<file path="config.mk">
export PLATFORM = sky130hd
export DESIGN_NAME = mem
export DESIGN_NICKNAME = d
export VERILOG_FILES = /design/src/rtl/mem.sv
export SDC_FILE = /design/constraint.sdc
export NUM_CORES = 1
export LEC_CHECK = 0
export BUFFER_PORTS_ARGS = -buffer_cell sky130_fd_sc_hd__buf_2
export CAP_MARGIN = 25
export CORE_AREA = 5 5 155 157
export DETAILED_ROUTE_END_ITERATION = 12
export DIE_AREA = 0 0 160 162
export REMOVE_ABC_BUFFERS = 1
export SYNTH_ARGS = -nofsm -noshare
export SYNTH_HDL_FRONTEND = slang
export SYNTH_SLANG_ARGS = --single-unit
</file>
<file path="constraint.sdc">
create_clock -name clk_i -period 4.89 [get_ports clk_i]
set_clock_uncertainty 0.2 [all_clocks]
set_input_delay 0.489 -clock clk_i [delete_from_list [all_inputs] [get_ports clk_i]]
set_output_delay 0.489 -clock clk_i [all_outputs]
set_load 0.01 [all_outputs]
</file>
<file path="src/rtl/mem.sv">
// Memory-access stage of the bexkat1 pipeline: passes ALU results to writeback
// and runs one Wishbone classic cycle per load/store, stalling upstream until ack.
module mem (
    input  logic        clk_i,
    input  logic        rst_i,
    input  logic [63:0] ir_i,
    input  logic [31:0] pc_i,
    input  logic [2:0]  ccr_i,
    input  logic [1:0]  reg_write_i,
    input  logic [31:0] result_i,
    input  logic [31:0] store_data_i,
    input  logic        halt_i,
    input  logic        pc_set_i,
    output logic        stall_o,
    output logic [63:0] ir_o,
    output logic [31:0] pc_o,
    output logic [2:0]  ccr_o,
    output logic [1:0]  reg_write_o,
    output logic [31:0] result_o,
    output logic        halt_o,
    output logic        pc_set_o,
    output logic        bus_cyc_o,
    output logic        bus_stb_o,
    output logic        bus_we_o,
    output logic [31:0] bus_adr_o,
    output logic [3:0]  bus_sel_o,
    output logic [31:0] bus_dat_o,
    input  logic [31:0] bus_dat_i,
    input  logic        bus_ack_i
);

    typedef enum logic [0:0] {
        ST_IDLE = 1'b0,
        ST_BUS  = 1'b1
    } state_t;

    localparam logic [1:0] SZ_WORD = 2'd0;
    localparam logic [1:0] SZ_HALF = 2'd1;
    localparam logic [1:0] SZ_BYTE = 2'd2;

    // Big-endian lane selects: lane at address offset 0 is dat[31:24].
    function automatic logic [3:0] lane_sel(input logic [1:0] size, input logic [1:0] a);
        logic [3:0] sel;
        case (size)
            SZ_HALF: sel = a[1] ? 4'b0011 : 4'b1100;
            SZ_BYTE: sel = 4'b1000 >> a;
            default: sel = 4'b1111;
        endcase
        return sel;
    endfunction

    function automatic logic [31:0] store_repl(input logic [1:0] size, input logic [31:0] d);
        logic [31:0] r;
        case (size)
            SZ_HALF: r = {d[15:0], d[15:0]};
            SZ_BYTE: r = {4{d[7:0]}};
            default: r = d;
        endcase
        return r;
    endfunction

    function automatic logic [31:0] load_extract(input logic [1:0] size, input logic [1:0] a,
                                                 input logic [31:0] d);
        logic [31:0] r;
        case (size)
            SZ_HALF: r = a[1] ? {16'h0000, d[15:0]} : {16'h0000, d[31:16]};
            SZ_BYTE: begin
                case (a)
                    2'd0:    r = {24'h000000, d[31:24]};
                    2'd1:    r = {24'h000000, d[23:16]};
                    2'd2:    r = {24'h000000, d[15:8]};
                    default: r = {24'h000000, d[7:0]};
                endcase
            end
            default: r = d;
        endcase
        return r;
    endfunction

    state_t      state_q, state_d;
    logic [63:0] ir_q, ir_d;
    logic [31:0] pc_q, pc_d;
    logic [2:0]  ccr_q, ccr_d;
    logic [1:0]  reg_write_q, reg_write_d;
    logic [31:0] result_q, result_d;
    logic        halt_q, halt_d;
    logic        pc_set_q, pc_set_d;

    logic        is_load_s;
    logic        is_store_s;
    logic        is_mem_s;
    logic [1:0]  size_s;
    logic [3:0]  sel_s;

    assign is_load_s  = (ir_i[31:28] == 4'h6);
    assign is_store_s = (ir_i[31:28] == 4'h7);
    assign is_mem_s   = is_load_s | is_store_s;
    assign size_s     = ir_i[25:24];
    assign sel_s      = lane_sel(size_s, result_i[1:0]);

    assign bus_adr_o  = {result_i[31:2], 2'b00};
    assign bus_dat_o  = store_repl(size_s, store_data_i);

    // Next state, stall, bus strobes and next output values.
    always_comb begin
        state_d     = state_q;
        stall_o     = 1'b0;
        bus_cyc_o   = 1'b0;
        bus_stb_o   = 1'b0;
        bus_we_o    = 1'b0;
        bus_sel_o   = 4'b0000;
        // Bubble by default; pc/ccr/result still track the inputs.
        ir_d        = 64'h0;
        reg_write_d = 2'b00;
        halt_d      = 1'b0;
        pc_set_d    = 1'b0;
        pc_d        = pc_i;
        ccr_d       = ccr_i;
        result_d    = result_i;
        case (state_q)
            ST_IDLE: begin
                if (is_mem_s) begin
                    stall_o = 1'b1;
                    state_d = ST_BUS;
                end else begin
                    ir_d        = ir_i;
                    reg_write_d = reg_write_i;
                    halt_d      = halt_i;
                    pc_set_d    = pc_set_i;
                end
            end
            ST_BUS: begin
                bus_cyc_o = 1'b1;
                bus_stb_o = 1'b1;
                bus_we_o  = is_store_s;
                bus_sel_o = sel_s;
                if (bus_ack_i) begin
                    state_d  = ST_IDLE;
                    ir_d     = ir_i;
                    halt_d   = halt_i;
                    pc_set_d = pc_set_i;
                    if (is_load_s) begin
                        reg_write_d = reg_write_i;
                        result_d    = load_extract(size_s, result_i[1:0], bus_dat_i);
                    end else begin
                        reg_write_d = 2'b00;
                    end
                end else begin
                    stall_o = 1'b1;
                end
            end
            default: begin
                state_d = ST_IDLE;
            end
        endcase
    end

    // State and writeback-facing output registers with synchronous reset.
    always_ff @(posedge clk_i) begin
        if (rst_i) begin
            state_q     <= ST_IDLE;
            ir_q        <= 64'h0;
            pc_q        <= 32'h0;
            ccr_q       <= 3'b000;
            reg_write_q <= 2'b00;
            result_q    <= 32'h0;
            halt_q      <= 1'b0;
            pc_set_q    <= 1'b0;
        end else begin
            state_q     <= state_d;
            ir_q        <= ir_d;
            pc_q        <= pc_d;
            ccr_q       <= ccr_d;
            reg_write_q <= reg_write_d;
            result_q    <= result_d;
            halt_q      <= halt_d;
            pc_set_q    <= pc_set_d;
        end
    end

    assign ir_o        = ir_q;
    assign pc_o        = pc_q;
    assign ccr_o       = ccr_q;
    assign reg_write_o = reg_write_q;
    assign result_o    = result_q;
    assign halt_o      = halt_q;
    assign pc_set_o    = pc_set_q;

endmodule

</file>
==> results.tsv <==
metric	value	unit
outcome	completed	
number of max-cap violations	0	
fin area	7760	um2
CTS max path bufs	2	
endpoints failing hold	0	
cells along the critical path	buf_2 -> inv_1 -> ha_2 -> nor2b_1 -> a22o_1 -> buf_2	
global route total overflow	0	
Peak VDD IR	155	uV
register-to-register setup slack	2580	ps
Hold Buf Count CTS	0	
share of layout cells above drive strength 1	0.532	
I/O pin count	409	
chip width	160	um
unrepaired setup endpoints after global routing	no	
CTS Buf Count	17	
Worst path most repeated cell	buf_2	
DR vias/cell	4.36	
#FFs+latches synth	136	
Mapped Cells	526	
fin crit share	0.612	
total clock sinks	136	
area delta synth->final	47.4	%
largest net degree at the start of global routing	64	
library cells used by synthesis	41	
vias in the first global route	5064	
CP Class	in -> out	
gr usage total	0.161	
routed vias	5114	
TritonCTS clock tree	yes	
asr flop ratio synth	0	
Cell Rows	55	
drt wl/cell	18.8	um
reg-to-reg startpoint	state_q$_SDFF_PP0_	
fmax	334	MHz
Tmin final	2990	ps
first-pass iteration count of the detailed router	5	
Max stage delay on crit path	850	ps
Cell Area, Placed	7150	um2
WP data required	4200	ps
DRC	0	
Slowest cell on crit path	ha_2	
Buffers on Ports	406	
Seq/Total Area, Yosys	0.517	
CTS clock-pin slew for the worst setup and hold paths	70	ps
final hold slack	68.5	ps
sum of negative setup slack	0	ps
Post-synth EDFFs	0	
Worst Path Arrival	2300	ps
final worst slack	1900	ps
GPL Wtd Cong	0.909	
worst slew pin tran	946	ps
worst hold-check path type	in -> reg	
global-route wire length before repair	31800	um
Top FF cell, synth	dfxtp_1	
syn_area_per_cell	10.0	um2
pre-CTS setup slack	1900	ps
initial DRC count	338	
Final ANT Viol Nets	0	
core area	22400	um2
detailed placement HPWL	17300	um
yosys warns	0	
Clock Latency Late Sink	400	ps
die area	25900	um2
Initial Utilization	0.235	
crit path max fanout	45	
Post-CTS Setup Bufs	0	
leak pwr	3.91	nW
initial antenna violation count	1	
Nets	1078	
Root Buffer	clkbuf_16	
die span in y	162	um
Hold Path Origin	pc_set_i	
mapped cell area	5260	um2
Post-CTS Resized	0	
endpoint class of the critical path	output port	
Critical path origin	ir_i[24]	
P per Cell Area	375	nW/um2
Final setup viols	0	
critical path startpoint category	input pin	
Slew Viols, Final	0	
Slew HR	0.370	
H-tree Lvls	4	
Routed WL	22100	um
[stage by stage]
stage	cells	util	total power, mW
after floorplan	445	-	1.38
after global placement	1139	0.320	1.65
after detailed placement	1139	0.320	1.65
after CTS	1171	0.346	2.97
after global routing	1172	0.347	3.06
final	1173	0.347	2.91
[cells by family after synthesis]
| family | after synthesis | share of synthesized area |
|---|---|---|
| fa+ha+maj | 2 | 0.00475 |
| flops | 136 | 0.517 |
| other cells | 1 | 0.000712 |
| buf+inv | 86 | 0.103 |
| mux | 8 | 0.0171 |
| compound gates | 125 | 0.162 |
| simple gates | 168 | 0.195 |
[registers in the layout, indices dropped and copies added, names as in the netlist]
signal	cells
result_o	32
state_q	1
ccr_o	3
ir_o	64
pc_set_o	1
halt_o	1
pc_o	32
reg_write_o	2
[power breakdown]
group	switching [mW]	internal [mW]
clock network	0.548	0.738
logic	0.246	0.192
registers	0.0156	1.17
[worst max-delay path, delay by kind of cell]
kind / cells / cell delay [ps]
adder cells (fa/ha/maj): 1 / 850
AO/OA/AOI/OAI: 1 / 350
AND/OR/NAND/NOR: 1 / 310
buffers and inverters: 3 / 290
[placed cells by master, fill, tap and decap left out, types with 2 or more instances in the layout]
cell          n
and3_1        2
conb_1        2
o211a_1       2
a21boi_0      3
inv_8         4
a32oi_1       8
a211oi_2      8
a22o_1        8
o21ai_0      34
nor2b_1      38
a22oi_1      16
mux2_2        8
nor3b_4       2
and2_1       64
inv_1         4
nand2_1      24
nand4_1      16
buf_2       406
or2_2         3
dfxtp_1     136
a311oi_1      8
clkinvlp_4    2
inv_6         4
a21oi_1      33
nor2_2        2
buf_4         3
nand3_1       8
clkbuf_16    17
nor3_1        2
[metal layers]
| layer | GRT usage | vias up | wire [um] |
|---|---|---|---|
| met5 | 0 | - | 0 |
| met1 | 0.195 | 2357 | 9030 |
| met4 | 0.0461 | 0 | 297 |
| met3 | 0.0439 | 22 | 1680 |
| met2 | 0.281 | 271 | 11100 |
| li1 | - | 2464 | - |
[cell usage after synthesis (3+ instances only)]
master	number	area share
nand2_1	24	0.017
a21boi_0	3	0.0043
nor2b_1	38	0.045
buf_2	6	0.0057
dfxtp_1	136	0.52
a211oi_2	8	0.019
buf_6	3	0.0064
or2_2	3	0.0036
buf_4	48	0.068
a311oi_1	8	0.013
mux2_2	8	0.017
o21ai_0	34	0.032
nand3_1	8	0.0076
and2_1	64	0.076
a21oi_1	33	0.031
clkbuf_1	23	0.016
a22o_1	8	0.013
inv_1	4	0.0029
nand4_1	16	0.019
a32oi_1	8	0.013
a22oi_1	16	0.023
[path summary, 6_finish.rpt]
| check | endpoint | depth (start not counted) |
|---|---|---|
| setup / recovery | bus_dat_o[8] | 6 |
| hold / removal | pc_set_o$_SDFF_PP0_ | 2 |
| setup reg to reg | result_o[6]$_SDFF_PP0_ | 4 |
| hold reg to reg | ir_o[31]$_SDFF_PP0_ | 2 |
[cell type report]
cell class	count	area [um2]
fillers	2377	14600
flip-flops and latches	136	2720
repair buffers	410	2070
multi-input cells	305	2000
clock buffers	18	439
well taps	285	357
clock inverters	14	155
inverters	4	15.0
diodes	1	2.50
(Power assumes the default switching activity.)
